--- config.mk ---
export PLATFORM = sky130hd
export DESIGN_NAME = regs_ctrl
export DESIGN_NICKNAME = d
export VERILOG_FILES = /design/src/rtl/regs_ctrl.sv
export SDC_FILE = /design/constraint.sdc
export NUM_CORES = 1
export LEC_CHECK = 0
export ABC_CLOCK_PERIOD_IN_PS = 2740
export CORE_ASPECT_RATIO = 0.5
export CORE_MARGIN = 3
export CORE_UTILIZATION = 26
export DETAILED_ROUTE_END_ITERATION = 8
export GPL_TIMING_DRIVEN = 0
export SLEW_MARGIN = 20
export SYNTH_ARGS = -nofsm -noshare
export SYNTH_HDL_FRONTEND = slang
export SYNTH_SLANG_ARGS = --single-unit
--- constraint.sdc ---
create_clock -name i_clk -period 2.74 [get_ports i_clk]
set_input_delay 0.548 -clock i_clk [delete_from_list [all_inputs] [get_ports i_clk]]
set_output_delay 0.548 -clock i_clk [all_outputs]
set_load 0.01 [all_outputs]
--- src/rtl/regs_ctrl.sv ---
// Register file write-port controller.
// Three writers (pipeline writeback, load unit, debug port) share the one
// write port under fixed priority. A per-register scoreboard of outstanding
// loads drives the decode stall. After reset an optional sequence clears
// x1..x31 before the pipeline is let go.
module regs_ctrl #(
    parameter int XLEN       = 32,
    parameter bit INIT_CLEAR = 1'b1
) (
    input  logic            i_clk,
    input  logic            i_rst,

    // pipeline writeback: highest priority, never back-pressured
    input  logic            i_alu_we,
    input  logic [4:0]      i_alu_rd,
    input  logic [XLEN-1:0] i_alu_dat,

    // load unit result
    input  logic            i_ld_valid,
    input  logic [4:0]      i_ld_rd,
    input  logic [XLEN-1:0] i_ld_dat,
    output logic            o_ld_ready,

    // debug port write
    input  logic            i_dbg_valid,
    input  logic [4:0]      i_dbg_rd,
    input  logic [XLEN-1:0] i_dbg_dat,
    output logic            o_dbg_ready,

    // load issue marks the destination as outstanding
    input  logic            i_ld_issue,
    input  logic [4:0]      i_ld_issue_rd,

    // decode-stage hazard check
    input  logic            i_dec_valid,
    input  logic [4:0]      i_dec_rs1,
    input  logic [4:0]      i_dec_rs2,
    input  logic [4:0]      i_dec_rd,
    output logic            o_stall,
    output logic            o_busy,

    // register file write port
    output logic            o_we,
    output logic [4:0]      o_addr_wr,
    output logic [XLEN-1:0] o_dat_wr
);

    typedef enum logic {
        ST_INIT = 1'b0,
        ST_RUN  = 1'b1
    } state_t;

    state_t          state;
    state_t          state_nx;
    logic [4:0]      clr_cnt;
    logic [4:0]      clr_cnt_nx;
    logic [31:0]     pending;
    logic [31:0]     pending_nx;

    // Selected writer, before the x0 write suppression is applied.
    logic            wr_req;
    logic [4:0]      wr_addr;
    logic [XLEN-1:0] wr_dat;

    logic            busy;
    logic            hazard;
    logic            issue_set;

    // State register, clear counter and outstanding-load scoreboard.
    // NOTE: sequential state uses non-blocking assignments so every flop
    // samples the pre-edge values of the others.
    always_ff @(posedge i_clk) begin
        if (i_rst) begin
            if (INIT_CLEAR) begin
                state <= ST_INIT;
            end else begin
                state <= ST_RUN;
            end
            clr_cnt <= 5'd1;
            pending <= '0;
        end else begin
            state   <= state_nx;
            clr_cnt <= clr_cnt_nx;
            pending <= pending_nx;
        end
    end

    // Next-state logic, clear sequencing and write-port arbitration.
    // NOTE: every output of this block is given a default first so no path
    // through the case leaves a signal unassigned (which would infer a latch).
    always_comb begin
        state_nx    = state;
        clr_cnt_nx  = clr_cnt;
        busy        = 1'b0;
        wr_req      = 1'b0;
        wr_addr     = 5'd0;
        wr_dat      = '0;
        o_ld_ready  = 1'b0;
        o_dbg_ready = 1'b0;

        if (i_rst) begin
            // Reset cycle: nothing is written or accepted; decode is held
            // only when a clear sequence is about to run.
            busy = INIT_CLEAR;
        end else begin
            case (state)
                ST_INIT: begin
                    // Zero one register per cycle, x1 through x31. x0 is
                    // hardwired so it is skipped. Requests are ignored.
                    busy       = 1'b1;
                    wr_req     = 1'b1;
                    wr_addr    = clr_cnt;
                    wr_dat     = '0;
                    clr_cnt_nx = clr_cnt + 5'd1;
                    if (clr_cnt == 5'd31) begin
                        state_nx = ST_RUN;
                    end
                end

                ST_RUN: begin
                    // Fixed priority ALU > load > debug. The ALU has no
                    // ready: it always wins and the others simply wait.
                    if (i_alu_we) begin
                        wr_req  = 1'b1;
                        wr_addr = i_alu_rd;
                        wr_dat  = i_alu_dat;
                    end else if (i_ld_valid) begin
                        wr_req     = 1'b1;
                        wr_addr    = i_ld_rd;
                        wr_dat     = i_ld_dat;
                        o_ld_ready = 1'b1;
                    end else if (i_dbg_valid) begin
                        wr_req      = 1'b1;
                        wr_addr     = i_dbg_rd;
                        wr_dat      = i_dbg_dat;
                        o_dbg_ready = 1'b1;
                    end
                end

                default: begin
                    state_nx = ST_RUN;
                end
            endcase
        end
    end

    // Drive the register file port. Writes to x0 complete their handshake
    // but never assert the enable; address and data still show the payload.
    always_comb begin
        o_we      = wr_req && (wr_addr != 5'd0);
        o_addr_wr = wr_addr;
        o_dat_wr  = wr_dat;
        o_busy    = busy;
    end

    // Scoreboard update: an accepted load retires its destination, a new
    // issue marks its destination. Issue is applied last so that on a
    // same-register collision the newer load stays outstanding.
    always_comb begin
        issue_set  = i_ld_issue && (i_ld_issue_rd != 5'd0) &&
                     (state == ST_RUN) && !i_rst;
        pending_nx = pending;
        if (o_ld_ready) begin
            pending_nx[i_ld_rd] = 1'b0;
        end
        if (issue_set) begin
            pending_nx[i_ld_issue_rd] = 1'b1;
        end
        pending_nx[0] = 1'b0;
    end

    // Decode stall: built only from registered scoreboard state and decode
    // inputs, never from the handshake outputs, so no combinational loop.
    // The register file read is registered, so a register is usable the
    // cycle after its load is written, which is when its pending bit drops.
    always_comb begin
        hazard  = i_dec_valid && !i_rst &&
                  (pending[i_dec_rs1] || pending[i_dec_rs2] || pending[i_dec_rd]);
        o_stall = busy || hazard;
    end

endmodule

Word-level counts from Yosys, hierarchy flattened
Index checks and enable logic that the tools add are counted.
{ "totals": {"register_bits": 38, "out_inout_bits": 42} }
{ "op_classes": {"addsub": 1, "order_cmp": 7, "eq_ne": 1, "n_mux": 39, "bitwise": 4, "n_reduce_logical": 14} }
{ "ops": {"columns": ["op", "n"], "rows": [
  ["32-bit 2-to-1 mux", 6],
  ["32-bit case mux with 2 select lines", 1],
  ["32-bit AND", 1],
  ["32-bit inverter", 1],
  ["32-bit bitwise OR", 1],
  ["5-bit by 6-bit < comparator with 1-bit output (second input constant)", 5],
  ["1-bit 2-to-1 mux", 21],
  ["5-bit 2-to-1 mux", 4],
  ["1-bit binary-select mux with 5-bit select", 3],
  ["1-bit demux with 5-bit select", 2],
  ["5-bit by 1-bit greater-or-equal comparator with 1-bit output (second input constant)", 2],
  ["5-bit case mux with 2 select lines", 1],
  ["5-bit nonzero test", 2],
  ["1-bit logical AND", 8],
  ["5-bit by 1-bit adder with 5-bit output (second input constant)", 1],
  ["5-bit equality test (second input constant)", 1],
  ["1-bit logical OR", 3],
  ["1-bit case mux with 2 select lines", 1],
  ["1-bit logical NOT", 1],
  ["1-bit inverter", 1]
]} }

Logic depth before layout (Yosys ltp)
{ "logic_depth": {"word_depth": 9, "depth_mapped": 7} }

Least setup slack after synthesis
No wires, ideal clock.
{ "synth_timing": {"path_kind": "input port to output port", "from": "input i_dec_rs1[0]", "to": "output o_stall", "t_arrival_ps": 1966, "required_ps": 2192, "path_slack_ps": 226, "stages": 6, "path_buffers": 1, "path_cell_list": "buf_2 > mux4_2 > mux2i_1 > nor2_1 > o41ai_1 > nand4_1"} }
{ "synth_via": {"elab_chain_cells": 6} }
{ "synth_lines": {"columns": ["item", "line", "source"], "rows": [
  ["from (decl)", "36", "input logic [4:0] i_dec_rs1,"],
  ["1-bit binary-select mux with 5-bit select", "178", "(pending[i_dec_rs1] || pending[i_dec_rs2] || pending[i_dec_rd]);"],
  ["1-bit 2-to-1 mux (implied by the code)", "178", null],
  ["1-bit logical OR (2 in a row)", "178", null],
  ["1-bit logical AND", "177", "hazard = i_dec_valid && !i_rst &&"],
  ["1-bit logical OR", "179", "o_stall = busy || hazard;"],
  ["to (decl)", "39", "output logic o_stall,"]
]} }
Every way passes these cells. The select of a mux whose other input is x is not followed.

Worst setup path after layout
{ "layout_timing": {"from": "input i_dbg_valid", "to": "output o_dat_wr[28]"} }
{ "layout_via": {"elab_chain_cells": 5} }
{ "layout_lines": {"columns": ["item", "line", "source"], "rows": [
  ["from (decl)", "25", "input logic i_dbg_valid,"],
  ["32-bit 2-to-1 mux", "132", "end else if (i_dbg_valid) begin"],
  ["32-bit 2-to-1 mux", "127", "end else if (i_ld_valid) begin"],
  ["32-bit 2-to-1 mux", "123", "if (i_alu_we) begin"],
  ["32-bit case mux with 2 select lines", "106", "case (state)"],
  ["32-bit 2-to-1 mux", "101", "if (i_rst) begin"],
  ["to (decl)", "45", "output logic [XLEN-1:0] o_dat_wr"]
]} }
Every way passes these cells.

==> results.md <==
* Clock latency on the worst-skew pair at 0.28 ns
* Clk slew on worst S/H paths at 0.05 ns
* DRC viols at 0
* Full die area at 13,400 um2
* Final period utilization at 0.972
* Vias in the first global route at 3,661
* Startpoint Class: input port
* Max Freq at 375 MHz
* R2r startpoint: state
* Antenna Nets Post-Route at 0
* Clock Tree Root: clkbuf_16
* GR Overflow Total at 0
* Worst EP required at 2.19 ns
* First-pass GRT wire length at 20.7 mm
* Max Slew Vio Count at 0
* Fin cells at 711
* PD cells at 279 nW/um2
* Final wirelength at 13.1 mm
* Crit path max fanout at 10
* Unique masters post-synth at 52
* Endpoint class of the critical path: primary output
* Status: finished clean
* Inserted Clock Buffers at 5
* Clock Skews at 0.00154 ns
* Worst rel slew slack at 0.394
* IO Pins at 180
* Layout cells sized above 1 at 0.168
* Via count at 3,722
* Cells after DPL at 697
* Via density at 5.23
* DR WL/cell at 18.5 um
* Synthesis-to-finish area growth at 67.8%
* Row cnt at 27
* GP Congestion at 0.858
* Max-cap violations at 0
* All-layer global routing usage at 0.189
* Detailed Route Iter0 Violations at 353
* Largest net degree at the start of global routing at 11
* Antenna Cells at 0
* Finish-stage setup viols at 0
* Final net count at 692
* Final hold violation count at 0
* Post-Syn Area at 3120 um2
* Mean Syn Cell Area at 8.42 um2
* Crit Path Class: input port to primary output
* Fin crit period at 2.66 ns
* Crit-path cells: dlygate4sd2_1 > nor2b_4 > nor3b_4 > buf_4 > clkbuf_8 > a222oi_1 > inv_1 > dlygate4sd2_1
* Synth Net Count at 510
* Syn Inst Count at 370
* Clock sink count at 37
* Clock Tree Buf Depth at 2
* Core area at 11,400 um2
* Async SR Flop Fraction at 0
* Detailed Routing Iterations Pass 1 at 7
* H-tree levels at 2
* Cell repeated most along the worst path: dlygate4sd2_1
* Sequential-to-total area share from yosys stat at 0.238
* Placed Instance Area at 5000 um2
* WP data arrival at 2.12 ns
* Min-Delay Path Class: flip-flop to flip-flop
* Clock tree from TritonCTS: done
* Post-synth EDFFs at 0
* Top_reg_cell synth: dfxtp_1
* Max VDD drop at 0.000271 V
* Final Instance Area at 5230 um2
* Die W at 161 um
* Leak at 2.15 nW
* Input/output buffers at 168
* HPWL Detailed at 10.4 mm
* CP max stage delay at 0.33 ns
* Worst-margin pin slew at 0.901 ns
* CP max-delay cell: a222oi_1
* Initial Util at 0.274
* Die Span Y at 83.4 um
* Yosys reg bits at 37
* HP Start: pending[22]
* Initial antenna violation count at 0
* Syn. warnings at 0
* Critical Path Source: i_dbg_valid
[layer usage]
| layer | up-vias | GRT usage | part of all wire |
|---|---|---|---|
| met2 | 165 | 0.311 | 0.46 |
| met1 | 1764 | 0.257 | 0.45 |
| met4 | 0 | 0.0336 | 0.011 |
| li1 | 1782 | - | - |
| met3 | 11 | 0.0433 | 0.080 |
| met5 | - | 0 | 0 |
[synth_stat cells, drive strengths merged (3+ instances only)]
master	instances	area, um2
a21oi	37	185
a222oi	31	310
a22oi	3	22.5
and2	5	31.3
and3b	5	43.8
buf	6	37.5
clkbuf	24	101
dfxtp	37	741
inv	35	131
mux2	3	33.8
mux2i	8	80.1
mux4	22	503
nand2	37	139
nand2b	15	93.8
nand3	3	15.0
nand3b	9	67.6
nor2	15	56.3
nor2b	5	33.8
nor3b	7	67.6
o21ai	31	155
o311ai	5	43.8
[logic make-up (layout without fill, tap and decap cells)]
kind of cell               Yosys count  count (layout)  synth area share
AOI/OAI and AO/OA                  118             118             0.259
and+or+nand+nor                    113             113             0.205
buffers and inverters               65             247            0.0867
DFF                                 37              37             0.238
muxes                               33              33             0.198
adders and majority gates            2               2           0.00803
xor gates and xnor gates             2               2           0.00562
[cell usage in the layout (no fill, tap or decap), types with 13 or more instances in the layout]
cell,n
a21oi_1,37
a222oi_1,31
clkbuf_2,23
clkdlybuf4s50_1,127
dfxtp_1,36
dlygate4sd2_1,13
inv_1,35
mux4_2,20
nand2_1,37
nand2b_1,15
nor2_1,15
o21ai_0,31
[worst max-delay path: cells and delay by family]
kind | cells | cell delay (ns)
and+or+nand+nor | 2 | 0.29
AOI/OAI and AO/OA | 1 | 0.33
buffers and inverters | 5 | 0.94
[worst paths after layout]
check / cells past startpoint / slack, ns / to
worst max-delay path: 8 / 0.08 / o_dat_wr[28]
worst min-delay path: 2 / 0.51 / pending[22]
worst max register to register: 6 / 0.65 / pending[12]
worst min register to register: 2 / 0.51 / pending[22]
[state kept, by name, summed over array words and instances, names as in the netlist]
name	flops
pending	31
clr_cnt	5
state	1
[cell type report]
type / count / area (um2)
plain buffers: 30 / 235
fillers: 1142 / 6120
flip-flops and latches: 37 / 742
repair buffers: 175 / 1620
clock buffers: 7 / 143
inverters: 35 / 131
multi-input cells: 268 / 2160
well taps: 159 / 199
[through the flow]
| stage | TNS [ns] | setup WS [ns] | total power, mW | hold WS [ns] | util |
|---|---|---|---|---|---|
| 2_1_floorplan | 0 | 0.226 | 0.665 | 0.469 | - |
| 3_3_place_gp | -28.65 | -0.835 | 0.903 | 0.489 | 0.440 |
| 3_5_place_dp | -28.15 | -0.815 | 0.904 | 0.499 | 0.440 |
| 4_1_cts | 0 | 0.00358 | 1.47 | 0.506 | 0.464 |
| 5_1_grt | -0.0248 | -0.0248 | 1.52 | 0.540 | 0.461 |
| 6_report | 0 | 0.0754 | 1.46 | 0.512 | 0.461 |
[power by group]
part,internal [mW],switching [mW]
Clock,0.357,0.201
Sequential,0.545,0.00659
Combinational,0.226,0.126
Total,1.13,0.334
[timing repair]
action	in CTS	in global routing
endpoints found under the setup margin	41	39
gates cloned	1	1
pin swaps	10	34
endpoints found under the hold margin	0	0
setup buffers	5	0
hold buffers	0	0
resized for setup	91	55
Power figures use the tool's default switching activity.
==> RTL edit (same settings) <==
`XLEN`: 32 -> 16.
--- a/src/rtl/regs_ctrl.sv
+++ b/src/rtl/regs_ctrl.sv
@@ -6,3 +6,3 @@
 module regs_ctrl #(
-    parameter int XLEN       = 32,
+    parameter int XLEN       = 16,
     parameter bit INIT_CLEAR = 1'b1
Interface: changed (resized i_alu_dat, i_dbg_dat, i_ld_dat and o_dat_wr); port bits go from 180 to 116. No check against the original RTL was run, so the function may have changed too.
==> RTL edit against the unedited design <==
Routed wire length shrank 20%; largest cell class unchanged; sequential cell count stayed put; critical endpoint is now o_addr_wr[4]; clock power up 13%; count of clock-buffer cells in the layout is 2 lower; total power grew 0.43%; area after synthesis is 9.3% lower; die area decreased by 8.8%; combinational power shrank 19%; register-to-register slack got worse by 50 ps; synthesized cell count shrank 12%; worst setup slack worse by 66 ps; non-clock buffer count fell by 53; design area shrank 14%.
==> RTL edit: results (changes against the unedited design) <==
metric,value,unit,change
LEAKAGE,1.83,nW,was 2.15 nW
WL per Instance,17.3,microns,was 18.5 microns
CTS buffer count,5,,unchanged
HPWL after DPL,8030,microns,was 10400 microns
largest registers,"pending (31), clr_cnt (5), state (1)",,unchanged
top post-synthesis cells by count,"a21oi_1, dfxtp_1, nand2_1",,unchanged
Final nets,556,,was 692
GRT Total Usage,17.1,%,was 18.9%
Hold Crit Class,reg -> reg,,unchanged
H-tree depth,2,,unchanged
first-pass GRT wire length,16800,microns,was 20700 microns
ys async rst share,0,%,unchanged
"CTS clk-pin slew, worst paths",60,ps,
Port Buffers,107,,was 168
sequential area share after synthesis,26.2,%,was 23.8%
largest net degree at the start of global routing,12,,was 11
initial antenna violation count,0,,unchanged
DRT Pass-1 Iters,5,,was 7
synth warn,0,,unchanged
Largest Register,pending,,unchanged
post-synth cell types,48,,was 52
status,"complete, no violations",,unchanged
placed insts,572,,was 697
clk_skew,2.01,ps,was 1.54 ps
layout cells sized above 1,21.3,%,was 16.8%
arrival time worst endpoint,2180,ps,was 2120 ps
Iter 0 DRT Violations,235,,was 353
top cells by area in the synthesized netlist,"dfxtp_1, mux4_2, a21oi_1, o21ai_0, a222oi_1",,"was dfxtp_1, mux4_2, a222oi_1, a21oi_1, o21ai_0"
Filler Cell Count,1053,,was 1142
# diodes,0,,unchanged
GP Congestion,0.824,,was 0.858
CTS Root Cell,clkbuf_16,,unchanged
"Clk Latency, worst-skew pair",280,ps,about the same
Avg Vias per Cell,5.28,,was 5.23
vias in the first global route,3185,,was 3661
max-cap violations,0,,unchanged
Worst-Margin Slew,780,ps,was 901 ps
Mapped Cells,325,,was 370
Max clock buf depth,2,,unchanged
final wirelength,10500,microns,was 13100 microns
"Primary FF master, synth",dfxtp_1,,unchanged
peak supply drop,0.000283,V,was 0.000271 V
Worst Path Max Fanout,9,,was 10
Mapped Nets,417,,was 510
RTL edit: changes by cell type in the layout (fill, tap and decap cells not counted), moves of 5 or more:
cell             before  now
clkbuf_1             10    5
a222oi_1             31   15
clkdlybuf4s50_1     127   75
buf_4                10   27
inv_1                35   17
clkbuf_2             23   10
clkbuf_8              8    3
RTL edit: worst paths after layout:
kind / to / slack (ps) / from / depth (start not counted)
setup / recovery: o_addr_wr[4] / 10 / i_ld_rd[4] / 6
hold / removal: pending[7] / 510 / pending[7] / 2
setup reg to reg: pending[1] / 600 / state / 8
hold reg to reg: pending[7] / 510 / pending[7] / 2
RTL edit: logic make-up after synthesis:
logic type / count (synthesis) / share of synthesized area (%)
buffers and inverters: 38 / 5.93
AND/OR/NAND/NOR: 109 / 21.0
flip-flops: 37 / 26.2
multiplexers: 37 / 23.2
AO/OA/AOI/OAI: 100 / 22.1
adder cells (fa/ha/maj): 2 / 0.885
XOR/XNOR: 2 / 0.620
RTL edit: routing by layer:
metal | global-route usage [%] | routed length [microns] | part of all wire (%) | up-vias
met4 | 2.47 | 70 | 0.67 | 0
met2 | 30.8 | 5150 | 49 | 143
met1 | 21.9 | 4500 | 43 | 1518
met3 | 3.25 | 757 | 7.2 | 7
met5 | 0 | 0 | 0 | -
li1 | - | - | - | 1519
RTL edit: layout make-up:
type	instances	share of cell area [%]
clock inverters	2	0.781
multi-input cells	250	44.0
flip-flops and latches	37	16.5
clock buffers	5	2.79
repair buffers	133	26.7
well taps	140	3.91
inverters	18	1.59
plain buffers	19	3.74
RTL edit: metrics by stage:
step / setup WS (ps) / hold WS [ps] / cell area, sq um
floorplan: 261 / 469 / 2830
global placement: -1020 / 499 / 4070
detailed placement: -1020 / 505 / 4080
CTS: 1.57 / 513 / 4430
global route: -57.7 / 529 / 4490
finish: 9.88 / 510 / 4490
RTL edit: critical path, cell delays in order:
cell,delay (ps)
dlygate4sd2_1,430
and2_1,200
o311ai_1,100
a21oi_1,230
buf_4,150
clkdlybuf4s50_1,520
RTL edit: power by group:
part	leakage (nW)	internal [W]	switching (W)	total [W]
combinational	1.46	0.000171	0.000112	0.000284
clock	0.0797	0.000422	0.000210	0.000632
sequential	0.299	0.000544	0.00000646	0.000551
total	1.83	0.00114	0.000329	0.00147
RTL edit: what timing repair did:
item	4_1_cts	5_1_grt
endpoints found under the setup margin	26	19
pin swaps	11	10
setup buffers	19	5
cloned	2	0
gates resized for setup	78	39
